===== config.mk =====
export PLATFORM = sky130hd
export DESIGN_NAME = mc_route_split
export DESIGN_NICKNAME = d
export VERILOG_FILES = /design/src/rtl/noc_route_pkg.sv /design/src/rtl/mc_partition.sv /design/src/rtl/mc_route_split.sv
export SDC_FILE = /design/constraint.sdc
export NUM_CORES = 1
export LEC_CHECK = 0
export ABC_AREA = 1
export CORE_AREA = 2 2 46 48
export CTS_CLUSTER_SIZE = 12
export DETAILED_ROUTE_END_ITERATION = 12
export DIE_AREA = 0 0 48 50
export GPL_ROUTABILITY_DRIVEN = 0
export GPL_TIMING_DRIVEN = 0
export PLACE_DENSITY_LB_ADDON = 0.25
export SYNTH_ARGS = -nofsm -noshare
export SYNTH_HDL_FRONTEND = slang
export SYNTH_SLANG_ARGS = --single-unit

===== constraint.sdc =====
create_clock -name clk -period 0.9 [get_ports clk]
set_input_delay 0.18 -clock clk [delete_from_list [all_inputs] [get_ports clk]]
set_output_delay 0.18 -clock clk [all_outputs]
set_load 0.005 [all_outputs]

===== src/rtl/noc_route_pkg.sv =====
// noc_route_pkg: shared mesh-routing definitions (port encodings, service order,
// FSM states and the XY dimension-order routing function).
package noc_route_pkg;

    localparam int NPORTS    = 5;
    localparam int IDX_N     = 0;
    localparam int IDX_E     = 1;
    localparam int IDX_S     = 2;
    localparam int IDX_W     = 3;
    localparam int IDX_LOCAL = 4;

    localparam logic [NPORTS-1:0] PORT_NONE  = 5'b00000;
    localparam logic [NPORTS-1:0] PORT_N     = 5'b00001;
    localparam logic [NPORTS-1:0] PORT_E     = 5'b00010;
    localparam logic [NPORTS-1:0] PORT_S     = 5'b00100;
    localparam logic [NPORTS-1:0] PORT_W     = 5'b01000;
    localparam logic [NPORTS-1:0] PORT_LOCAL = 5'b10000;

    // Pending subsets are served local-eject first, then N, E, S, W.
    localparam int PRIO_ORDER [NPORTS] = '{IDX_LOCAL, IDX_N, IDX_E, IDX_S, IDX_W};

    typedef enum logic {
        ST_IDLE,
        ST_EMIT
    } state_t;

    function automatic logic [NPORTS-1:0] xy_port(input int dx, input int dy,
                                                  input int mx, input int my);
        if (dx > mx)
            return PORT_E;
        else if (dx < mx)
            return PORT_W;
        else if (dy > my)
            return PORT_S;
        else if (dy < my)
            return PORT_N;
        else
            return PORT_LOCAL;
    endfunction

    function automatic logic [NPORTS-1:0] prio_pick(input logic [NPORTS-1:0] pend);
        logic [NPORTS-1:0] r;
        r = PORT_NONE;
        // Walk from lowest to highest priority so the highest set bit wins.
        for (int k = NPORTS - 1; k >= 0; k--) begin
            if (pend[PRIO_ORDER[k]]) begin
                r = PORT_NONE;
                r[PRIO_ORDER[k]] = 1'b1;
            end
        end
        return r;
    endfunction

endpackage


===== src/rtl/mc_partition.sv =====
// mc_partition: splits a multicast destination bitmap into per-output-port
// subsets using XY routing relative to this router, plus a non-empty vector.
module mc_partition
    import noc_route_pkg::*;
#(
    parameter int ARRAY_X = 5,
    parameter int ARRAY_Y = 4,
    parameter int MY_XPOS = 0,
    parameter int MY_YPOS = 0,
    localparam int NODES  = ARRAY_X * ARRAY_Y
) (
    input  logic [NODES-1:0]  maddr,
    output logic [NODES-1:0]  sub_n,
    output logic [NODES-1:0]  sub_e,
    output logic [NODES-1:0]  sub_s,
    output logic [NODES-1:0]  sub_w,
    output logic [NODES-1:0]  sub_local,
    output logic [NPORTS-1:0] nonempty
);

    logic [NPORTS-1:0] node_port;

    always_comb begin
        sub_n     = '0;
        sub_e     = '0;
        sub_s     = '0;
        sub_w     = '0;
        sub_local = '0;
        node_port = PORT_NONE;
        for (int i = 0; i < NODES; i++) begin
            node_port    = xy_port(i / ARRAY_Y, i % ARRAY_Y, MY_XPOS, MY_YPOS);
            sub_n[i]     = maddr[i] & node_port[IDX_N];
            sub_e[i]     = maddr[i] & node_port[IDX_E];
            sub_s[i]     = maddr[i] & node_port[IDX_S];
            sub_w[i]     = maddr[i] & node_port[IDX_W];
            sub_local[i] = maddr[i] & node_port[IDX_LOCAL];
        end
    end

    assign nonempty = {|sub_local, |sub_w, |sub_s, |sub_e, |sub_n};

endmodule


===== src/rtl/mc_route_split.sv =====
// mc_route_split: accepts unicast/multicast headers and emits one port request per
// non-empty XY subset. Multicast forking is built only when MCAST_EN is defined.
module mc_route_split
    import noc_route_pkg::*;
#(
    parameter int ARRAY_X = 5,
    parameter int ARRAY_Y = 4,
    parameter int MY_XPOS = 0,
    parameter int MY_YPOS = 0,
    localparam int NODES  = ARRAY_X * ARRAY_Y,
    localparam int UW     = $clog2(NODES),
    localparam int MY_POS = MY_XPOS * ARRAY_Y + MY_YPOS
) (
    input  logic              clk,
    input  logic              rst_,
    input  logic              in_valid,
    output logic              in_ready,
    input  logic              in_um_type,
    input  logic [UW-1:0]     in_uaddr,
    input  logic [NODES-1:0]  in_maddr,
    output logic              out_valid,
    input  logic              out_ready,
    output logic [NPORTS-1:0] out_port,
    output logic [NODES-1:0]  out_maddr,
    output logic              out_absorb,
    output logic              out_last,
    output logic              err_bad_addr
);

    state_t            state, state_nxt;
    logic              accept, handshake, drop, uaddr_bad, rest_empty, err_q;
    logic [NPORTS-1:0] uport, cur_port;
    logic [NODES-1:0]  cur_maddr;

    assign accept    = in_valid && (state == ST_IDLE);
    assign handshake = (state == ST_EMIT) && out_ready;
    assign uaddr_bad = int'(in_uaddr) >= NODES;

    always_comb begin
        uport = PORT_NONE;
        for (int i = 0; i < NODES; i++) begin
            if (int'(in_uaddr) == i)
                uport = xy_port(i / ARRAY_Y, i % ARRAY_Y, MY_XPOS, MY_YPOS);
        end
    end

`ifdef MCAST_EN
    localparam logic [NODES-1:0] LOCAL_BIT = {{(NODES-1){1'b0}}, 1'b1} << MY_POS;

    logic [NODES-1:0]  part_n, part_e, part_s, part_w, part_local;
    logic [NPORTS-1:0] part_ne, pending, sel;
    logic [NODES-1:0]  sub_q [NPORTS];

    mc_partition #(
        .ARRAY_X (ARRAY_X),
        .ARRAY_Y (ARRAY_Y),
        .MY_XPOS (MY_XPOS),
        .MY_YPOS (MY_YPOS)
    ) u_partition (
        .maddr     (in_maddr),
        .sub_n     (part_n),
        .sub_e     (part_e),
        .sub_s     (part_s),
        .sub_w     (part_w),
        .sub_local (part_local),
        .nonempty  (part_ne)
    );

    assign drop       = in_um_type ? (in_maddr == '0) : uaddr_bad;
    assign sel        = prio_pick(pending);
    assign cur_port   = sel;
    assign rest_empty = (pending & ~sel) == '0;

    // Subsets are captured once per header; only the pending mask shrinks as requests go.
    always_ff @(posedge clk or negedge rst_) begin
        if (!rst_) begin
            pending <= '0;
            for (int k = 0; k < NPORTS; k++)
                sub_q[k] <= '0;
        end else if (accept && !drop) begin
            if (in_um_type) begin
                pending          <= part_ne;
                sub_q[IDX_N]     <= part_n;
                sub_q[IDX_E]     <= part_e;
                sub_q[IDX_S]     <= part_s;
                sub_q[IDX_W]     <= part_w;
                sub_q[IDX_LOCAL] <= part_local;
            end else begin
                pending          <= uport;
                sub_q[IDX_N]     <= '0;
                sub_q[IDX_E]     <= '0;
                sub_q[IDX_S]     <= '0;
                sub_q[IDX_W]     <= '0;
                sub_q[IDX_LOCAL] <= LOCAL_BIT;
            end
        end else if (handshake) begin
            pending <= pending & ~sel;
        end
    end

    always_comb begin
        cur_maddr = '0;
        for (int k = 0; k < NPORTS; k++) begin
            if (sel[k])
                cur_maddr = sub_q[k];
        end
    end
`else
    logic [NPORTS-1:0] port_q;
    logic              unused_mcast;

    assign unused_mcast = ^{in_um_type, in_maddr};
    assign drop         = uaddr_bad;
    assign cur_port     = port_q;
    assign cur_maddr    = '0;
    assign rest_empty   = 1'b1;

    always_ff @(posedge clk or negedge rst_) begin
        if (!rst_)
            port_q <= PORT_NONE;
        else if (accept && !drop)
            port_q <= uport;
    end
`endif

    always_ff @(posedge clk or negedge rst_) begin
        if (!rst_) begin
            state <= ST_IDLE;
            err_q <= 1'b0;
        end else begin
            state <= state_nxt;
            err_q <= accept && drop;
        end
    end

    // in_ready only rises once the final request has left, never in the same cycle.
    always_comb begin
        state_nxt = state;
        case (state)
            ST_IDLE: if (accept && !drop) state_nxt = ST_EMIT;
            ST_EMIT: if (handshake && rest_empty) state_nxt = ST_IDLE;
            default: state_nxt = ST_IDLE;
        endcase
    end

    always_comb begin
        in_ready     = (state == ST_IDLE);
        out_valid    = (state == ST_EMIT);
        err_bad_addr = err_q;
        out_port     = PORT_NONE;
        out_maddr    = '0;
        out_absorb   = 1'b0;
        if (state == ST_EMIT) begin
            out_port   = cur_port;
            out_maddr  = cur_maddr;
            out_absorb = cur_port[IDX_LOCAL];
        end
`ifdef MCAST_EN
        out_last = (state == ST_EMIT) && rest_empty;
`else
        out_last = 1'b1;
`endif
    end

endmodule


Word-level counts from Yosys, hierarchy flattened. Cells that the tools add are included.

Register bits: 7. Input bits: 30. Output and inout port bits: 30.

Order comparisons: 1. Eq/ne operators: 19. Multiplexer cells: 25. Bitwise operators: 1. Reductions and logical operators: 6.

Operators by type and width (number): $mux W5 (21); $eq A5 B5 Y1 const B (12); $eq A5 B4 Y1 const B (4); $eq A5 B3 Y1 const B (2); $eq A5 B2 Y1 const B (1); $ge A5 B5 Y1 const B (1); $logic_not A5 Y1 (1); $logic_and A1 B1 Y1 (4); $mux W1 (3); $pmux W1 S2 (1); $logic_not A1 Y1 (1); $not A1 Y1 (1).

Depth between registers and ports, before layout. Gate-level depths: netlist of run 1.

Depth in word-level cells: 21. Gate-level depth with buffers: 6. Depth with buffers taken out: 6.

Least setup slack after synthesis of run 1. No wires, ideal clock.

Path kind: reg-to-reg. From: register state (netlist: out_valid). To: register port_q[2] (netlist: cur_port[2]). Arrival: 759 ps. Required time: 784 ps. Path slack: 24 ps. Stages on the path, launching flop included: 7. Path buffers: 0. Clock period less this slack: 876 ps. Path through: dfrtp_1 -> inv_2 -> nand2_4 -> inv_2 -> nand2_2 -> nand2_1 -> nand2_1.

Cells in the longest elaborated chain, start to end: 3.

RTL lines: from (decl) (line mc_route_split.sv:30) `state_t state, state_nxt;`; from (signal assigned) (line mc_route_split.sv:131) `state <= state_nxt;`; $not A1 Y1; via in_ready (line mc_route_split.sv:17) `output logic in_ready,`; $logic_and A1 B1 Y1 (line mc_route_split.sv:35) `assign accept = in_valid && (state == ST_IDLE);`; $logic_and A1 B1 Y1 (line mc_route_split.sv:121) `else if (accept && !drop)`; to (signal assigned) (line mc_route_split.sv:122) `port_q <= uport;`; to (decl) (line mc_route_split.sv:109) `logic [NPORTS-1:0] port_q;`.

The timed path passes the listed nets, and every way through them passes these cells. A chain may end at the register's enable or synchronous reset.

Worst setup path in the final report of run 1.
From: register state (netlist: out_valid). To: output out_port[4].

Cells in the longest elaborated chain, start to end: 1.

RTL lines: $mux W5 (line mc_route_split.sv:153) `if (state == ST_EMIT) begin`; to (decl) (line mc_route_split.sv:23) `output logic [NPORTS-1:0] out_port,`.

No other way between the ends.

==> results of run 1 <==
## where the power goes
group          switching (uW)  total [uW]  internal [uW]
clock network            85.2         252            167
registers                17.0         266            249
logic                     121         295            174
total                     223         813            590
## final cells by class
cell class / instances / share of cell area [%]
Buffer: 24 / 24.5
Clock buffer: 4 / 3.49
Inverter: 8 / 4.66
Multi-Input combinational cell: 42 / 26.3
Sequential cell: 5 / 16.6
Tap cell: 27 / 4.49
Timing Repair Buffer: 17 / 20.0
## per-layer routing
metal / track usage [%] / routed length, um / up-vias
met5: 0 / 0 / -
met2: 9.33 / 299 / 33
met3: 1.10 / 112 / 4
met4: 9.46 / 43 / 0
li1: - / - / 204
met1: 6.21 / 268 / 128
## critical path: stages (launching register included)
cell	delay [ns]
dfrtp_1	0.41
nand2_1	0.09
inv_2	0.04
buf_6	0.10
buf_6	0.10
## cells by family (layout without fill, tap and decap cells)
family	after synthesis	in the layout	share of synthesized area [%]
buffers and inverters	32	53	48.4
and+or+nand+nor	16	16	16.7
DFF	5	5	28.8
AOI/OAI and AO/OA	3	3	4.32
other	2	23	1.73
## layout by cell type, fill, tap and decap left out, types with 2 or more instances in the layout
cell | netlist | final
buf_4 | 24 | 24
conb_1 | 2 | 23
nand2_1 | 10 | 9
clkdlybuf4s50_1 | 0 | 8
inv_1 | 6 | 5
dfrtp_1 | 5 | 5
buf_6 | 0 | 4
buf_2 | 0 | 4
nor2_1 | 3 | 3
clkbuf_4 | 0 | 3
nand2_4 | 1 | 2
o21ai_2 | 1 | 2
inv_2 | 2 | 2
## metrics by stage
stage | area, sq um | total power [uW] | instances | TNS (ns) | utilization [%]
final | 752 | 813 | 127 | -1.49 | 39.5
after CTS | 731 | 797 | 126 | -1.66 | 38.4
after detailed placement | 697 | 527 | 121 | -2.81 | 36.6
after floorplan | 513 | 420 | 79 | 0 | -
after global routing | 752 | 886 | 127 | -1.98 | 39.5
after global placement | 697 | 523 | 121 | -2.72 | 36.6
## registers in the layout, summed over array words and instances, names as in the netlist
signal / cells
err_bad_addr: 1
out_valid: 1
cur_port: 3
## repair_timing
action | CTS | global route
endpoints found under the setup margin | 10 | 11
pin swaps | 3 | 2
gates resized for setup | 33 | 5
buffers inserted | 1 | 1
## worst paths after layout
path                                           end  cells past startpoint                     from
min reg2reg                cur_port[2]$_DFFE_PN0P_                      2  cur_port[2]$_DFFE_PN0P_
min in group clk           cur_port[2]$_DFFE_PN0P_                      2  cur_port[2]$_DFFE_PN0P_
max in group asynchronous   err_bad_addr$_DFF_PN0_                      1                     rst_
max reg2reg                cur_port[4]$_DFFE_PN0P_                      7      out_valid$_DFF_PN0_
min                        cur_port[4]$_DFFE_PN0P_                      1                     rst_
max                                    out_port[4]                      4      out_valid$_DFF_PN0_
==> results.py, run 1 <==
metrics = {
    "finish": {
        "drive_above_1_share_pct": 45.0,
        "regArea_sq_um": 125,
        "fillCellCount": 198,
        "areaGrowthSynthToFinish_pct": 73.2,
        "fin_nets": 131,
        "diodes": 0,
        "multi_input_area_sq_um": 198,
    },
    "timing": {
        "finalMaxSlewViolations": 0,
        "clock.fmax_mhz": 866,
        "min_period_over_period_pct": 128,
        "report.final.hold_viol_count": 0,
        "min_period_ns": 1.16,
        "worst_slack_ns": -0.255,
        "setup_viol": 10,
        "skew_ns": 0.00117,
        "whs_ns": 0.164,
        "rsz0062_at_grt": "true",
    },
    "synth": {
        "syn-cell-area_sq_um": 434,
        "yosysTopAreaCell": "buf_4",
        "postSynthAreaPerCell_sq_um": 7.49,
        "async_reset_ff_share_pct": 100,
        "synth_top_flop_cell": "dfrtp_1",
        "synthCells": 58,
        "synth_edf_count": 0,
        "synth-seq-cells": 5,
        "synth_cell_types": 13,
        "yosysSeqAreaShare_pct": 28.8,
        "yosys_warnings": 0,
        "yosys.area.top_type_share_pct": 41.5,
        "synth_most_common_cell": "buf_4",
        "synthTopCellsByArea": "buf_4 (41%), dfrtp_1 (29%), nand2_1 (8.6%)",
        "synth_commonest_cells": "buf_4 (24), nand2_1 (10), inv_1 (6)",
    },
    "worst_setup_path": {
        "cp_max_fo": 5,
        "arrival_ns": 0.98,
        "worstSetupPathType": "register to output pin",
        "start_kind": "register",
        "ff2ff_setup_slack_ns": -0.12,
        "crit_required_ns": 0.72,
        "endpoint_kind": "output pin",
    },
    "route": {
        "wl_per_cell_um": 5.69,
        "vias": 369,
        "drt_iter0_drc": 0,
        "ant_nets": 0,
        "drt-pass1-iter-count": 1,
        "drc": 0,
        "routed_wl_um": 723,
        "viasPerCell": 2.91,
    },
    "global_route": {
        "antenna_found_initial": 0,
        "grt_overflow": 0,
        "gr-usage-all-layers_pct": 6.57,
        "grt_max_degree": 6,
        "grt_pass1_wl_um": 1020,
        "grt_pass1_vias": 264,
    },
    "place": {
        "port_buffers": 15,
        "dp_slack_ns": -0.400,
    },
    "floorplanning": {
        "core_sq_um": 1900,
        "placementRows": 16,
        "boundaryPins": 60,
        "die_h_um": 50,
        "start_util_pct": 22.8,
        "fp.dieW_um": 48,
        "dieArea_sq_um": 2400,
    },
    "clock_tree": {
        "cts.reportedPaths.clkPinSlew_ns": 0.04,
        "clk_latency_ns": 0.24,
        "clock_sinks": 5,
        "postCtsHoldBufs": 0,
        "htree_levels": 1,
        "clockRootBuffer": "clkbuf_4",
        "clock_path_buffers": 2,
        "cts_tree": "yes",
        "cts_buffers": 3,
    },
    "run_status": {
        "status": "complete, but fails checks",
        "violations": "negative setup slack",
    },
    "pwr": {
        "p_per_area_nw_per_um2": 1080,
        "cellLeakagePower_uw": 0.000464,
        "max-vdd-ir-drop_v": 0.000407,
    },
    "worst_hold_path": {
        "hold_path_class": "primary input to asynchronous set/reset pin",
    },
    "flow_run": {
        "drv_cap": 0,
    },
}
No activity file was read; power rests on OpenSTA's default activity.
==> run 2: changes to the inputs <==
--- a/config.mk
+++ b/config.mk
@@ -7,6 +7,7 @@
 export LEC_CHECK = 0
 export ABC_AREA = 1
 export CORE_AREA = 2 2 46 48
+export CTS_CLUSTER_DIAMETER = 30
 export CTS_CLUSTER_SIZE = 12
 export DETAILED_ROUTE_END_ITERATION = 12
 export DIE_AREA = 0 0 48 50
==> results of run 2 <==
Same layout as run 1: the final DEF is identical, and so are final timing and power.
==> run 3: changes to the inputs <==
--- a/config.mk
+++ b/config.mk
@@ -6,6 +6,7 @@
 export NUM_CORES = 1
 export LEC_CHECK = 0
 export ABC_AREA = 1
+export CAP_MARGIN = 20
 export CORE_AREA = 2 2 46 48
 export CTS_CLUSTER_DIAMETER = 30
 export CTS_CLUSTER_SIZE = 12
==> results of run 3 <==
Same layout as run 1: the final DEF is identical, and so are final timing and power.
